--- src/rtl/alu_issue.sv ---
// Single-issue ALU sequencer: decodes ALUOp/funct, drives an external ALU for one cycle, and holds the result until it is consumed.
// Optional feature: define BRANCH_RESOLVE_EN to resolve beq-style branches (sub with zero result) into out_branch.
module alu_issue (
    input  logic        clk,
    input  logic        rst,
    input  logic        in_valid,
    output logic        in_ready,
    input  logic [1:0]  alu_op,
    input  logic [5:0]  funct,
    input  logic [31:0] op_a,
    input  logic [31:0] op_b,
    output logic [31:0] alu_a,
    output logic [31:0] alu_b,
    output logic [2:0]  alu_sel,
    input  logic [31:0] alu_res,
    input  logic        alu_zf,
    output logic        out_valid,
    input  logic        out_ready,
    output logic [31:0] out_res,
    output logic        out_zf,
    output logic        out_err,
    output logic        out_branch
);

    typedef enum logic [1:0] {IDLE, EXEC, DONE} state_e;

    localparam logic [2:0] SEL_ADD = 3'b000;
    localparam logic [2:0] SEL_SUB = 3'b001;
    localparam logic [2:0] SEL_OR  = 3'b010;
    localparam logic [2:0] SEL_AND = 3'b011;
    localparam logic [2:0] SEL_SLT = 3'b100;

    state_e      state_q, state_d;
    logic [31:0] alu_a_q, alu_a_d, alu_b_q, alu_b_d;
    logic [2:0]  alu_sel_q, alu_sel_d;
    logic        err_q, err_d;
    logic        out_valid_q, out_valid_d;
    logic [31:0] out_res_q, out_res_d;
    logic        out_zf_q, out_zf_d;
    logic        out_err_q, out_err_d;
    logic        accept, capture, release_res;
    logic [2:0]  dec_sel;
    logic        dec_err;

    // NOTE: sequential state uses non-blocking (<=) so every flop samples pre-edge values.
    always_ff @(posedge clk or posedge rst) begin
        if (rst) state_q <= IDLE;
        else     state_q <= state_d;
    end

    always_comb begin
        state_d = state_q;
        case (state_q)
            IDLE:    if (in_valid) state_d = EXEC;
            EXEC:    state_d = DONE;
            DONE:    if (out_ready) state_d = IDLE;
            default: state_d = IDLE;
        endcase
    end

    always_comb begin
        in_ready    = (state_q == IDLE) && !rst;
        accept      = (state_q == IDLE) && in_valid;
        capture     = (state_q == EXEC);
        release_res = (state_q == DONE) && out_ready;
    end

    // NOTE: every combinational output gets a default first, so no path can infer a latch.
    always_comb begin
        dec_sel = SEL_ADD;
        dec_err = 1'b0;
        case (alu_op)
            2'b00: dec_sel = SEL_ADD;
            2'b01: dec_sel = SEL_SUB;
            2'b11: dec_sel = SEL_OR;
            default: begin
                case (funct)
                    6'b100000: dec_sel = SEL_ADD;
                    6'b100010: dec_sel = SEL_SUB;
                    6'b100100: dec_sel = SEL_AND;
                    6'b100101: dec_sel = SEL_OR;
                    6'b101010: dec_sel = SEL_SLT;
                    default:   dec_err = 1'b1;
                endcase
            end
        endcase
    end

    always_comb begin
        alu_a_d     = alu_a_q;
        alu_b_d     = alu_b_q;
        alu_sel_d   = alu_sel_q;
        err_d       = err_q;
        out_valid_d = out_valid_q;
        out_res_d   = out_res_q;
        out_zf_d    = out_zf_q;
        out_err_d   = out_err_q;
        if (accept) begin
            alu_a_d   = op_a;
            alu_b_d   = op_b;
            alu_sel_d = dec_sel;
            err_d     = dec_err;
        end
        if (capture) begin
            out_valid_d = 1'b1;
            out_res_d   = err_q ? 32'd0 : alu_res;
            out_zf_d    = err_q ? 1'b0 : alu_zf;
            out_err_d   = err_q;
        end
        if (release_res) out_valid_d = 1'b0;
    end

    always_ff @(posedge clk or posedge rst) begin
        if (rst) begin
            alu_a_q     <= '0;
            alu_b_q     <= '0;
            alu_sel_q   <= SEL_ADD;
            err_q       <= 1'b0;
            out_valid_q <= 1'b0;
            out_res_q   <= '0;
            out_zf_q    <= 1'b0;
            out_err_q   <= 1'b0;
        end else begin
            alu_a_q     <= alu_a_d;
            alu_b_q     <= alu_b_d;
            alu_sel_q   <= alu_sel_d;
            err_q       <= err_d;
            out_valid_q <= out_valid_d;
            out_res_q   <= out_res_d;
            out_zf_q    <= out_zf_d;
            out_err_q   <= out_err_d;
        end
    end

`ifdef BRANCH_RESOLVE_EN
    logic is_sub_q, is_sub_d;
    logic out_branch_q, out_branch_d;

    always_comb begin
        is_sub_d     = is_sub_q;
        out_branch_d = out_branch_q;
        if (accept)  is_sub_d = (alu_op == 2'b01);
        if (capture) out_branch_d = is_sub_q && alu_zf;
    end

    always_ff @(posedge clk or posedge rst) begin
        if (rst) begin
            is_sub_q     <= 1'b0;
            out_branch_q <= 1'b0;
        end else begin
            is_sub_q     <= is_sub_d;
            out_branch_q <= out_branch_d;
        end
    end

    assign out_branch = out_branch_q;
`else
    assign out_branch = 1'b0;
`endif

    assign alu_a     = alu_a_q;
    assign alu_b     = alu_b_q;
    assign alu_sel   = alu_sel_q;
    assign out_valid = out_valid_q;
    assign out_res   = out_res_q;
    assign out_zf    = out_zf_q;
    assign out_err   = out_err_q;

endmodule
--- config.mk ---
export PLATFORM = sky130hd
export DESIGN_NAME = alu_issue
export DESIGN_NICKNAME = d
export VERILOG_FILES = /design/src/rtl/alu_issue.sv
export SDC_FILE = /design/constraint.sdc
export NUM_CORES = 1
export LEC_CHECK = 0
export ABC_CLOCK_PERIOD_IN_PS = 4370
export CAP_MARGIN = 25
export CORE_AREA = 2 2 98 119
export CTS_CLUSTER_DIAMETER = 50
export DETAILED_ROUTE_END_ITERATION = 6
export DIE_AREA = 0 0 100 121
export PLACE_DENSITY = 0.79
export SYNTH_ARGS = -nofsm -noshare
export SYNTH_HDL_FRONTEND = slang
export SYNTH_SLANG_ARGS = --single-unit
export TNS_END_PERCENT = 1
--- constraint.sdc ---
create_clock -name clk -period 4.37 [get_ports clk]
set_clock_uncertainty 0.2 [all_clocks]
set_input_delay 1.0925 -clock clk [delete_from_list [all_inputs] [get_ports clk]]
set_output_delay 1.0925 -clock clk [all_outputs]
set_load 0.01 [all_outputs]
==> qor.csv, run 1 <==
metric,value,unit
CTS tree,yes,
"delay-heaviest family, CP",buffers and inverters,
synthesis-to-layout area growth,59.51,%
Mapped Nets,428,
share of flip-flops with an asynchronous set or reset,100.0,%
Net Sw Frac,30.29,%
CP max stage delay,0.57,ns
number of vias per cell,4.667,
layout cells sized above 1,15.82,%
Fin. Hold Viols,0,
# rows,42,
Pleak,2.804,nW
Slew Limit Fails,0,
max cap viols,0,
WP depth,3,
CP max FO,2,
"Avg Cell Area, Syn",13.16,um^2
hold_sp,out_res[15],
CTS Hold Buffers Added,0,
critical-path cell list,"clkdlybuf4s50_1, nor3_1, clkdlybuf4s50_1",
Bufs and invs on worst path,2,
Max Clk Rate,0.2783,GHz
Nets,635,
pwr dens,679.4,nW/um^2
post_cts resized,0,
top cell type's share of synthesized area,62.61,%
register area share after synthesis,62.61,%
total wire length,9608,um
Ports,213,
core area,10930,um^2
CP most frequent cell,clkdlybuf4s50_1,
Reg2Reg Setup Slack,2.43,ns
Worst-Skew Late Latency,0.33,ns
"Design Area, Final",6694,um^2
FF-to-FF Start,state_q[0],
Setup crit end kind,output pin,
Slew @ Worst Pin,0.8374,ns
maximum vdd drop,0.0003243,V
Crit Path Class,input pin to output pin,
hold_ws,0.2774,ns
crit path capture,in_ready,
Clock H-tree levels,3,
TritonCTS Sinks,105,
hpwl dp,7146,um
GRT overflow,0,
DR vias,3094,
Sequential Power Share,37.7,%
slew margin rel.,44.17,%
WP data arrival,2.30,ns
Post-Layout Cell Count,663,
Synth Register Bits,105,
Pre-antenna DRT Iters,4,
"Slowest-stage cell, CP",clkdlybuf4s50_1,
Cell variety after synth,26,
Psw,0.001378,W
GPL Wtd Cong,0.7728,
I/O Buffers,211,
Die W,100,um
Worst setup SP type,input pin,
DR iter-0 viols,81,
CTS root buffer,clkbuf_16,
"EDFF count, synth",0,
die area,12100,um^2
n_diodes,0,
Synth area leaders,"dfrtp_1, mux2_2, nand2b_1",
reg2reg path depth,3,
cts bufs inserted,9,
CP startpoint,rst,
cell taking the most area after synthesis,dfrtp_1,
vias in the first global route,3153,
Clk network pwr share,17.2,%
Post-DRT Antenna Nets,0,
Initial Utilization,38.39,%
Comb pwr share,45.2,%
DIE HEIGHT,121,um
Placed Instances,646,
Tcrit/Tclk final,82.22,%
first-pass GRT wire length,15570,um
ys flop type,dfrtp_1,
worst-case clock buffer depth,2,
clk slew on worst S/H paths,0.06,ns
initial antenna violation count,0,
cells after synthesis,319,
Tot Pwr,0.004548,W
unrepaired setup endpoints after global routing,false,
setup violators final,0,
"count leader, synth",dfrtp_1,
min Tclk post-route,3.593,ns
largest net degree at the start of global routing,69,
GRT Overall Usage,16.28,%
Internal,0.003170,W
Placed Area,6371,um^2
RR Endpoint,alu_a[13],
DRC viols,0,
setup bufs post-CTS,0,
Post-synth top cells,"dfrtp_1, mux2_2, nand2_1",
hold crit path type,flip-flop to flip-flop,
mapped cell area,4197,um^2
Crit path required time,3.08,ns
Synth warnings,0,
TNS Setup,0,ns
WL/cell,14.49,um
outcome,"complete, no violations",
==> worst min-delay path by stage <==
stage,end,slack (ns),cells after the start
after CTS,out_res[15],0.28,2
final,out_res[15],0.28,2
after detailed placement,out_res[15],0.27,2
after global routing,out_res[26],0.31,2
after floorplan,out_res[14],0.31,2
after global placement,out_res[15],0.26,2
==> worst reg2reg max path, delay by kind of cell, from the launching register on <==
| kind | cells | cell delay (ns) |
|---|---|---|
| AND/OR/NAND/NOR | 1 | 0.23 |
| buffers and inverters | 1 | 0.51 |
| multiplexers | 1 | 0.42 |
| flip-flops | 1 | 0.46 |
==> power by group through the flow <==
| stage | Combinational [W] | Sequential [W] | Clock, W |
|---|---|---|---|
| after floorplan | 0.000750 | 0.00191 | 0 |
| after global placement | 0.00203 | 0.00172 | 0 |
| after detailed placement | 0.00206 | 0.00174 | 0 |
| after CTS | 0.00207 | 0.00172 | 0.000813 |
| after global routing | 0.00220 | 0.00178 | 0.000851 |
| final | 0.00205 | 0.00171 | 0.000782 |
==> layout by cell type, fill, tap and decap left out, drive strengths merged, types with 2 or more instances in the layout <==
| master | synthesis | routed |
|---|---|---|
| nand2b | 36 | 36 |
| a31oi | 2 | 2 |
| o21ai | 34 | 34 |
| clkinv | 0 | 3 |
| dfrtp | 105 | 105 |
| inv | 4 | 4 |
| clkdlybuf4s50 | 0 | 211 |
| nor2 | 2 | 2 |
| clkbuf | 6 | 13 |
| nand2 | 37 | 37 |
| a21oi | 2 | 2 |
| buf | 13 | 4 |
| mux2 | 67 | 67 |
==> state kept, by name (all words and copies together) (netlist names), 2 cells and up <==
signal,flops
alu_sel,3
alu_b,32
state_q,2
alu_a,32
out_res,32
==> layout make-up <==
type	instances	area [um^2]
multi-input cells	191	1414
clock buffers	13	280.3
inverters	4	17.52
well taps	132	165.2
repair buffers	215	2167
clock inverters	3	22.52
fillers	889	4237
flip-flops and latches	105	2628
==> logic make-up (layout without fill, tap and decap cells) <==
family                 after synthesis  count (layout)  synth area share (%)
AND/OR/NAND/NOR                     81              81                 10.02
other                                1               1               0.08936
buffers and inverters               23             235                 3.906
multiplexers                        68              68                 18.22
flip-flops                         105             105                 62.61
AO/OA/AOI/OAI                       40              40                 4.949
XOR/XNOR                             1               1                0.2087
==> through the flow <==
| step | worst slack, ns | utilization [%] |
|---|---|---|
| 2_1_floorplan | 0.3170 | - |
| 3_3_place_gp | 0.7936 | 58.29 |
| 3_5_place_dp | 0.7872 | 58.29 |
| 4_1_cts | 0.7693 | 61.06 |
| 5_1_grt | 0.7493 | 61.24 |
| 6_report | 0.7769 | 61.24 |
==> metal layers <==
| layer | track usage [%] | up-vias | wire length [um] |
|---|---|---|---|
| met5 | 0 | - | 0 |
| met2 | 27.24 | 134 | 4753 |
| met1 | 19.64 | 1456 | 3932 |
| met3 | 3.975 | 14 | 718 |
| met4 | 7.791 | 0 | 203 |
| li1 | - | 1490 | - |
No activity file was read; power rests on OpenSTA's default activity.
==> run 2: changes to the inputs <==
- ABC_CLOCK_PERIOD_IN_PS: 4370 -> 3600
- clock period: 4.37 -> 3.6 ns (I/O delays scaled with it)
==> run 2 against run 1 <==
Combinational power increased by 22%. Clock power rose by 45%. Routed wire length rose by 5.4%. Sequential cell count is the same. Worst setup slack worse by 0.36 ns. Via count rose by 0.58%. Non-clock buffer count stayed put. Critical path type unchanged.
==> qor.csv, run 2 (synthesized netlist as in run 1, its figures left out) <==
metric,value,unit
outcome,"complete, no violations",
n_diodes,0,
number of vias per cell,4.694,
TritonCTS Sinks,105,
CTS root buffer,clkbuf_16,
CTS tree,yes,
WP data arrival,2.08,ns
Layout fillers,898,
TNS Setup,0,ns
vias in the first global route,3274,
unrepaired setup endpoints after global routing,false,
Slew Limit Fails,0,
"commonest non-fill, non-tap cells in the layout","clkdlybuf4s50_1, dfrtp_1, mux2_2",
hold crit path type,flip-flop to flip-flop,
first-pass GRT wire length,15840,um
Initial Utilization,38.39,%
"most common cell after layout, fill and taps aside",clkdlybuf4s50_1,
I/O Buffers,211,
Pre-antenna DRT Iters,4,
Ports,213,
Max Clk Rate,0.3143,GHz
total wire length,10120,um
Fin. Hold Viols,0,
Worst-Skew Late Latency,0.33,ns
worst-case clock buffer depth,2,
DIE HEIGHT,121,um
DRC viols,0,
WL/cell,15.27,um
Post-Layout Cell Count,663,
# rows,42,
largest net degree at the start of global routing,106,
cts bufs inserted,9,
initial antenna violation count,0,
Pleak,2.821,nW
Nets,635,
clk slew on worst S/H paths,0.06,ns
Slew @ Worst Pin,0.8578,ns
DR iter-0 viols,75,
slew margin rel.,42.81,%
post_cts resized,0,
die area,12100,um^2
max cap viols,0,
Crit path required time,2.50,ns
GRT Overall Usage,16.68,%
GRT overflow,0,
DR vias,3112,
Clock H-tree levels,3,
"Design Area, Final",6748,um^2
Tcrit/Tclk final,88.38,%
CP max FO,2,
Worst setup SP type,input pin,
core area,10930,um^2
Crit Path Class,input pin to output pin,
Die W,100,um
layout cells sized above 1,15.63,%
pwr dens,847.5,nW/um^2
GPL Wtd Cong,0.7012,
Placed Area,6372,um^2
Post-DRT Antenna Nets,0,
Tot Pwr,0.005719,W
maximum vdd drop,0.0003326,V
min Tclk post-route,3.182,ns
CTS Hold Buffers Added,0,
setup bufs post-CTS,0,
setup violators final,0,
Placed Instances,646,
synthesis-to-layout area growth,60.79,%
Setup crit end kind,output pin,
hpwl dp,7422,um
[run 2: power by group]
part | switching, W | total (W) | leakage (nW) | internal (W)
registers | 0.000338 | 0.00209 | 1.27 | 0.00175
logic | 0.000952 | 0.00251 | 1.38 | 0.00155
clock network | 0.000407 | 0.00113 | 0.173 | 0.000719
[run 2: final timing paths]
check,slack (ns),to,cells after the start,from
hold / removal,0.28,out_res[14],2,out_res[14]
hold reg to reg,0.28,out_res[14],2,out_res[14]
setup / recovery,0.42,in_ready,3,rst
setup reg to reg,1.71,alu_b[26],3,state_q[0]
max in group asynchronous,1.87,out_res[0],3,rst
min in group asynchronous,0.90,out_res[14],3,rst
[run 2: stage by stage]
stage	worst slack, ns	util (%)	hold slack, ns
2_1_floorplan	1.240	-	0.3110
3_3_place_gp	0.4094	58.30	0.2612
3_5_place_dp	0.4317	58.30	0.2693
4_1_cts	0.4139	61.55	0.2846
5_1_grt	0.3414	61.73	0.3087
6_report	0.4182	61.73	0.2786
[run 2: layer usage]
layer  vias to the layer above  GRT usage, %  part of all wire [%]
met5                         -             0                     0
met4                         0         6.250                   1.3
met3                        10         3.744                   7.0
met2                       126         30.15                    52
met1                      1492         19.11                    40
li1                       1484             -                     -
[run 2: cell type report]
type                       instances  area, um^2  share of cell area (%)
multi-input combinational        191        1414                   20.95
timing repair buffer             215        2167                   32.12
sequential                       105        2628                   38.94
clock inverter                     4       98.84                   1.465
inverter                           4       18.77                  0.2781
tap                              132       165.2                   2.448
clock buffer                      12       256.5                   3.801
[run 2: worst max-delay path: stages]
cell and delay (ns):
clkdlybuf4s50_1 0.46, nor3_1 0.15, clkdlybuf4s50_1 0.57
